<file path="src/rtl/reg_access_pkg.sv">
// Shared types and constants for the register-bank access arbiter.
package reg_access_pkg;

    typedef enum logic [1:0] {
        StIdle   = 2'd0,
        StIssue  = 2'd1,
        StWaitRd = 2'd2,
        StResp   = 2'd3
    } state_e;

    localparam logic OWNER_I2C  = 1'b0;
    localparam logic OWNER_HOST = 1'b1;

    localparam logic [7:0] RO_BASE_DEFAULT = 8'hF0;

    // Wide enough to hold the largest legal read latency (4).
    localparam int unsigned CNT_W = 3;

endpackage

</file>
<file path="src/rtl/rr_arb2.sv">
// Two-request round-robin picker. The pointer names the side favoured on a tie
// and is moved away from the side just served when upd_i is pulsed.
module rr_arb2
    import reg_access_pkg::*;
(
    input  logic clk,
    input  logic reset_n,
    input  logic req0_i,
    input  logic req1_i,
    input  logic upd_i,
    input  logic upd_side_i,
    output logic gnt_o,
    output logic sel_o
);

    logic ptr_q, ptr_d;

    always_comb begin
        ptr_d = ptr_q;
        if (upd_i) begin
            ptr_d = ~upd_side_i;
        end
        gnt_o = req0_i | req1_i;
        if (req0_i && req1_i) begin
            sel_o = ptr_q;
        end else begin
            sel_o = req1_i;
        end
    end

    always_ff @(posedge clk) begin
        if (!reset_n) begin
            ptr_q <= OWNER_I2C;
        end else begin
            ptr_q <= ptr_d;
        end
    end

endmodule

</file>
<file path="src/rtl/reg_access_arbiter.sv">
// Arbitrates the I2C slave and the local host onto a single-port register bank,
// sequencing each access and rejecting writes to the read-only upper region.
module reg_access_arbiter
    import reg_access_pkg::*;
#(
    parameter int unsigned          ADDR_W     = 8,
    parameter int unsigned          DATA_W     = 8,
    parameter int unsigned          RD_LATENCY = 1,
    parameter logic [ADDR_W-1:0]    RO_BASE    = ADDR_W'(RO_BASE_DEFAULT)
) (
    input  logic              clk,
    input  logic              reset_n,

    input  logic              i2c_req,
    input  logic              i2c_we,
    input  logic [ADDR_W-1:0] i2c_addr,
    input  logic [DATA_W-1:0] i2c_wdata,
    output logic [DATA_W-1:0] i2c_rdata,
    output logic              i2c_ack,
    output logic              i2c_err,

    input  logic              host_req,
    input  logic              host_we,
    input  logic [ADDR_W-1:0] host_addr,
    input  logic [DATA_W-1:0] host_wdata,
    output logic [DATA_W-1:0] host_rdata,
    output logic              host_ack,
    output logic              host_err,

    output logic              bank_en,
    output logic              bank_we,
    output logic [ADDR_W-1:0] bank_addr,
    output logic [DATA_W-1:0] bank_wdata,
    input  logic [DATA_W-1:0] bank_rdata,

    output logic              owner
);

    state_e              state_q, state_d;
    logic                owner_q, owner_d;
    logic                we_q, we_d;
    logic [ADDR_W-1:0]   addr_q, addr_d;
    logic [DATA_W-1:0]   wdata_q, wdata_d;
    logic                err_q, err_d;
    logic [CNT_W-1:0]    cnt_q, cnt_d;
    logic [DATA_W-1:0]   i2c_rdata_q, i2c_rdata_d;
    logic [DATA_W-1:0]   host_rdata_q, host_rdata_d;

    logic arb_gnt, arb_sel, arb_upd;

    rr_arb2 u_rr_arb2 (
        .clk        (clk),
        .reset_n    (reset_n),
        .req0_i     (i2c_req),
        .req1_i     (host_req),
        .upd_i      (arb_upd),
        .upd_side_i (owner_q),
        .gnt_o      (arb_gnt),
        .sel_o      (arb_sel)
    );

    always_comb begin
        state_d      = state_q;
        owner_d      = owner_q;
        we_d         = we_q;
        addr_d       = addr_q;
        wdata_d      = wdata_q;
        err_d        = err_q;
        cnt_d        = cnt_q;
        i2c_rdata_d  = i2c_rdata_q;
        host_rdata_d = host_rdata_q;
        bank_en      = 1'b0;
        bank_we      = 1'b0;
        i2c_ack      = 1'b0;
        i2c_err      = 1'b0;
        host_ack     = 1'b0;
        host_err     = 1'b0;
        arb_upd      = 1'b0;

        unique case (state_q)
            StIdle: begin
                if (arb_gnt) begin
                    owner_d = arb_sel;
                    if (arb_sel == OWNER_HOST) begin
                        we_d    = host_we;
                        addr_d  = host_addr;
                        wdata_d = host_wdata;
                    end else begin
                        we_d    = i2c_we;
                        addr_d  = i2c_addr;
                        wdata_d = i2c_wdata;
                    end
                    state_d = StIssue;
                end
            end
            StIssue: begin
                if (we_q && (addr_q >= RO_BASE)) begin
                    err_d   = 1'b1;
                    state_d = StResp;
                end else if (we_q) begin
                    bank_en = 1'b1;
                    bank_we = 1'b1;
                    state_d = StResp;
                end else begin
                    bank_en = 1'b1;
                    cnt_d   = CNT_W'(RD_LATENCY);
                    state_d = StWaitRd;
                end
            end
            StWaitRd: begin
                // A count of 1 marks the cycle in which bank_rdata is valid.
                if (cnt_q == CNT_W'(1)) begin
                    if (owner_q == OWNER_HOST) begin
                        host_rdata_d = bank_rdata;
                    end else begin
                        i2c_rdata_d = bank_rdata;
                    end
                    state_d = StResp;
                end else begin
                    cnt_d = cnt_q - CNT_W'(1);
                end
            end
            StResp: begin
                if (owner_q == OWNER_HOST) begin
                    host_ack = 1'b1;
                    host_err = err_q;
                end else begin
                    i2c_ack = 1'b1;
                    i2c_err = err_q;
                end
                arb_upd = 1'b1;
                err_d   = 1'b0;
                state_d = StIdle;
            end
            default: state_d = StIdle;
        endcase
    end

    always_ff @(posedge clk) begin
        if (!reset_n) begin
            state_q      <= StIdle;
            owner_q      <= OWNER_I2C;
            we_q         <= 1'b0;
            addr_q       <= '0;
            wdata_q      <= '0;
            err_q        <= 1'b0;
            cnt_q        <= '0;
            i2c_rdata_q  <= '0;
            host_rdata_q <= '0;
        end else begin
            state_q      <= state_d;
            owner_q      <= owner_d;
            we_q         <= we_d;
            addr_q       <= addr_d;
            wdata_q      <= wdata_d;
            err_q        <= err_d;
            cnt_q        <= cnt_d;
            i2c_rdata_q  <= i2c_rdata_d;
            host_rdata_q <= host_rdata_d;
        end
    end

    assign bank_addr  = addr_q;
    assign bank_wdata = wdata_q;
    assign i2c_rdata  = i2c_rdata_q;
    assign host_rdata = host_rdata_q;
    assign owner      = owner_q;

endmodule

</file>
<file path="config.mk">
export PLATFORM = sky130hd
export DESIGN_NAME = reg_access_arbiter
export DESIGN_NICKNAME = d
export VERILOG_FILES = /design/src/rtl/reg_access_pkg.sv /design/src/rtl/rr_arb2.sv /design/src/rtl/reg_access_arbiter.sv
export SDC_FILE = /design/constraint.sdc
export NUM_CORES = 1
export LEC_CHECK = 0
export ABC_AREA = 1
export BUFFER_PORTS_ARGS = -buffer_cell sky130_fd_sc_hd__buf_2
export CAP_MARGIN = 20
export CORE_MARGIN = 5
export CORE_UTILIZATION = 25
export CTS_BUF_LIST = sky130_fd_sc_hd__clkbuf_16
export DETAILED_ROUTE_END_ITERATION = 10
export PLACE_DENSITY = 0.52
export REMOVE_ABC_BUFFERS = 1
export SKIP_LAST_GASP = 1
export SLEW_MARGIN = 30
export SYNTH_ARGS = -nofsm -noshare
export SYNTH_HDL_FRONTEND = slang
export SYNTH_SLANG_ARGS = --single-unit
</file>
<file path="constraint.sdc">
create_clock -name clk -period 2.2 [get_ports clk]
set_input_delay 0.66 -clock clk [delete_from_list [all_inputs] [get_ports clk]]
set_output_delay 0.66 -clock clk [all_outputs]
set_load 0.01 [all_outputs]
</file>
; Yosys cells after proc, flatten, opt, wreduce, memory -nomap -nowiden
; Cells that the tools add are included.
[word_totals]
mem_bits_rw = 0
rom_bits = 0
out_inout_bits = 39
input_bits = 46
latch_bits = 0
regBits = 41
mem_count = 0
wordCells = 64
[op_classes]
shift = 0
div_mod_pow = 0
bitwise = 2
n_reduce_logical = 11
eq_ne = 10
n_mux = 29
mul = 0
n_lt_le_gt_ge = 1
addsub = 1
[ops]
columns = cell, n
row1 = 2-to-1 mux 1 bit, 19
row2 = 2-to-1 mux 8 bit, 2
row3 = "inequality test 2 bit, second input constant", 6
row4 = 2-to-1 mux 3 bit, 3
row5 = ">= comparator 8 bit, second input constant", 1
row6 = one-hot mux 2 bit (4 select lines), 1
row7 = one-hot mux 3 bit (2 select lines), 1
row8 = AND reduction 2 bit, 3
row9 = AND reduction 3 bit, 2
row10 = "== test 2 bit, second input constant", 2
row11 = 2-to-1 mux 2 bit, 2
row12 = AND reduction 4 bit, 1
row13 = nonzero test 2 bit, 2
row14 = "== test 3 x 1 -> 1 bit, second input constant", 1
row15 = "subtractor 3 x 1 -> 3 bit, second input constant", 1
row16 = "== test 2 x 1 -> 1 bit, second input constant", 1
row17 = logical AND 1 bit, 2
row18 = zero test 2 bit, 1
row19 = one-hot mux 1 bit (2 select lines), 1
row20 = NOT 1 bit, 1
row21 = bitwise OR 1 bit, 1

; Logic depth before layout (Yosys ltp)
[depth]
ltp_word = 4
mapped_depth = 9
depth_no_buf = 9

; By module
; From an unflattened synthesis, not the netlist that was laid out.
[unflattened]
hier_cells = 276
area_unflattened_um2 = 2019.4
[by_module_without_submodules]
columns = module, cells_per_inst, area_per_inst_um2, n_inst, seq_area_each_um2
row1 = reg_access_arbiter, 266, 1965.6, 1, 800.8
row2 = rr_arb2, 10, 53.8, 1, 20.0

; Worst setup path before layout
; Ideal clock, no wire load.
[synth_timing]
kind = register -> output
from = reg state_q[0]
to = out i2c_err
arrival_ns = 0.935
stages_incl_launch_ff = 4
required_ns = 1.540
path_slack_ns = 0.605
n_path_buf = 0
cell_sequence = dfxtp_1 ha_1 inv_1 nor3_1
[synth_via]
elab_chain_len = 2
[synth_rtl]
columns = item, line_no
row1 = from (decl), reg_access_arbiter.sv:39  ; state_e state_q, state_d;
row2 = from (signal assigned), reg_access_arbiter.sv:141  ; state_q <= StIdle;
row3 = from (signal assigned), reg_access_arbiter.sv:151  ; state_q <= state_d;
row4 = == test 2 bit, reg_access_arbiter.sv:80  ; unique case (state_q)
row5 = 2-to-1 mux 1 bit, reg_access_arbiter.sv:80
row6 = to (decl), reg_access_arbiter.sv:20  ; output logic i2c_err,
; Every way passes these cells.

; Worst setup path after layout
[layout_timing]
from = reg state_q[1]
to = out bank_we
[layout_via]
elab_chain_len = 2
[layout_rtl]
columns = item, line_no
row1 = == test 2 x 1 -> 1 bit, reg_access_arbiter.sv:80
row2 = 2-to-1 mux 1 bit, reg_access_arbiter.sv:80
row3 = to (decl), reg_access_arbiter.sv:31  ; output logic bank_we,
; Every way passes these cells.

==> impl_metrics.env <==
export IMPL_status="finished clean"
export IMPL_cap_violations=0
export IMPL_cts_buffers_inserted=5
export IMPL_hold_viol=0
export IMPL_antenna_cells=0
export IMPL_slew_headroom=0.6454
export IMPL_sw_frac_of_total=0.3819
export IMPL_cts_root_buf="clkbuf_16"
export IMPL_synth_simple_area_share=0.3013
export IMPL_die_w_um=100.1
export IMPL_final_cell_mix="84 x buf_2, 76 x nand2_1, 49 x inv_1"
export IMPL_grt_busiest_layer="met2"
export IMPL_p_leak_nw=1.423
export IMPL_synth_mux_area_frac=0
export IMPL_synth_top_family_by_area="simple AND/OR/NAND/NOR gates"
export IMPL_start_kind="flip-flop"
export IMPL_share_seq_of_total_power=0.368
export IMPL_nNetsFinal=442
export IMPL_irDropWorstVdd_mv=0.3317
export IMPL_row_count=32
export IMPL_pwr_share_comb=0.391
export IMPL_met2_usage=0.1789
export IMPL_cp_depth=5
export IMPL_syn2layout_area_growth_pct=31.12
export IMPL_fin_worst_skew_ns=0.003890
export IMPL_wire_per_inst_um=10.80
export IMPL_cp_cell_sequence="inv_1, ha_1, inv_1, nor3_1, buf_2"
export IMPL_ys_types=19
export IMPL_worst_pin_slew_ns=0.5312
export IMPL_power_density_nw_per_um2=1073
export IMPL_power_switching_w=0.001091
export IMPL_worstSkewPairLatency_ns=0.27
export IMPL_drt_iter0_markers=40
export IMPL_vias_per_cell=4.187
export IMPL_grt_setup_unrepaired="no"
export IMPL_ys_warn_count=0
export IMPL_fp_dieH_um=100.1
export IMPL_worst_path_most_repeated_cell="inv_1"
export IMPL_layout_commonest_cell="buf_2"
export IMPL_worstPathMaxFanout=5
export IMPL_drc_errors=0
export IMPL_antenna_left=0
export IMPL_cp_top_family="buffers and inverters"
export IMPL_clkSinkCount=41
export IMPL_setup_tns_ns=0
export IMPL_die_area_sq_um=10030
export IMPL_path_buf_inv=3
export IMPL_first_pass_iters=4
export IMPL_htreeDepth=2
export IMPL_synth_fa_ha_area_frac=0.04929
export IMPL_clkSlewWorstSetupHoldPaths_ns=0.06
export IMPL_power_w=0.002858
export IMPL_syn_inst=305
export IMPL_gp_congestion=0.8009
export IMPL_grt_use_met3=0.04864
export IMPL_critPathKind="flip-flop to output port"
export IMPL_ctsResizeCount=0
export IMPL_yosys_top_cells_area="dfxtp_1 40%, nand2_1 14%, inv_1 9.1%"
export IMPL_ys_seq_area_frac=0.4042
export IMPL_crit_path_max_incr_delay_ns=0.35
export IMPL_cts_tree="done"
export IMPL_slowest_stage="dfxtp_1"
export IMPL_p_int_w=0.001766
export IMPL_cts_setup_buffers=0
export IMPL_slew_violations=0
export IMPL_grt_max_degree=34
export IMPL_finalSetupViolCount=0
export IMPL_gr_usage_all_layers=0.1082
export IMPL_dr_total_vias=2056
export IMPL_routed_wl_um=5301
export IMPL_dp_hpwl_um=4032
export IMPL_use_met1=0.1262
export IMPL_fin_crit_ns=2.020
export IMPL_cts_hold_buf=0
export IMPL_io_pins=85
export IMPL_synth_compound_area_frac=0.1134
export IMPL_synth_seq_cells=41
export IMPL_coreArea_sq_um=7807
export IMPL_synth_top_area_cell="dfxtp_1"
export IMPL_grt_pass1_vias=1968
export IMPL_antenna_found_initial=0
export IMPL_io_buffers=84
export IMPL_grt_pass1_wl_um=8818
export IMPL_avgSynthCellArea_sq_um=6.658
export IMPL_required_ns=1.54
export IMPL_hold_path_depth=2
export IMPL_synth_top_cell_area_share=0.4042
export IMPL_start_util=0.2601
export IMPL_clk_path_buf_depth=2
export IMPL_synth_xor_area_frac=0
export IMPL_period_share=0.9182
export IMPL_arrival_ns=1.36
export IMPL_rr_worst_depth=5
export IMPL_clock_power_share=0.240
export IMPL_cp_end_kind="output port"
export IMPL_drive_above_1_share=0.2519
export IMPL_n_fill_cell=891
export IMPL_synth_area_sq_um=2031
export IMPL_hold_path_class="flip-flop to flip-flop"
export IMPL_fmax_mhz=495.0
export IMPL_grt_overflow_total=0
-- synthesized netlist by cell type --
cell and number:
o21ai_2 1, buf_2 1, buf_6 3, nor2_4 1
o21ai_0 18, a21oi_1 23, dfxtp_1 41, buf_4 3
nand2_1 76, ha_1 8, nor2_1 47, inv_1 49
nor3_1 2, nand3_1 23, nand4_1 1, o21ai_4 1
clkbuf_1 4, nand3b_1 1, inv_2 2
-- final cells by class --
cell class	count	area, sq um	share of cell area
Multi-Input combinational cell	202	942.2	0.3539
Sequential cell	41	820.8	0.3083
Timing Repair Buffer	87	442.9	0.1664
Inverter	51	191.4	0.07190
Tap cell	102	127.6	0.04793
Clock buffer	5	125.1	0.04699
Clock inverter	3	12.51	0.004699
-- tightest hold or removal path, cell delays in order (launching register included) --
cell,delay (ns)
dfxtp_1,0.30
inv_1,0.04
a21oi_1,0.05
-- logic make-up after synthesis --
logic type | count (synthesis)
flip-flops | 41
buffers and inverters | 62
adder cells (fa/ha/maj) | 8
AND/OR/NAND/NOR | 151
AO/OA/AOI/OAI | 43
-- through the flow --
step	setup slack, ns	hold slack (ns)	cells	util	area, sq um
after floorplan	0.6055	0.4390	294	-	1954
after detailed placement	0.4624	0.4314	483	0.3234	2525
final	0.1800	0.4388	491	0.3410	2663
after global placement	0.4721	0.4277	483	0.3234	2525
after global routing	0.05709	0.4537	491	0.3410	2663
after CTS	0.1490	0.4407	491	0.3410	2663
-- layer usage --
metal  part of all wire  up-vias
li1                   -     1100
met1               0.46      879
met4              0.010        0
met3               0.11        4
met5                  0        -
met2               0.42       73
-- registers in the layout, indices dropped and copies added, names as in the netlist --
register / cells
bank_wdata: 8
host_rdata: 8
err_q: 1
state_q: 2
we_q: 1
cnt_q: 3
bank_addr: 8
u_rr_arb2.ptr_q: 1
i2c_rdata: 8
owner: 1
-- worst paths after layout --
path / startpoint / end / slack (ns)
setup / recovery: state_q[1] / bank_we / 0.18
hold / removal: host_rdata[4] / host_rdata[4] / 0.44
setup reg to reg: state_q[0] / i2c_rdata[6] / 0.49
hold reg to reg: host_rdata[4] / host_rdata[4] / 0.44
-- power groups by stage --
stage / clock network [W] / logic [W] / registers (W)
global route: 0.000751 / 0.00131 / 0.00108
finish: 0.000687 / 0.00112 / 0.00105
CTS: 0.000720 / 0.00114 / 0.00106
floorplan: 0 / 0.000722 / 0.00111
global placement: 0 / 0.00113 / 0.00106
detailed placement: 0 / 0.00114 / 0.00107
(Power assumes the default switching activity.)
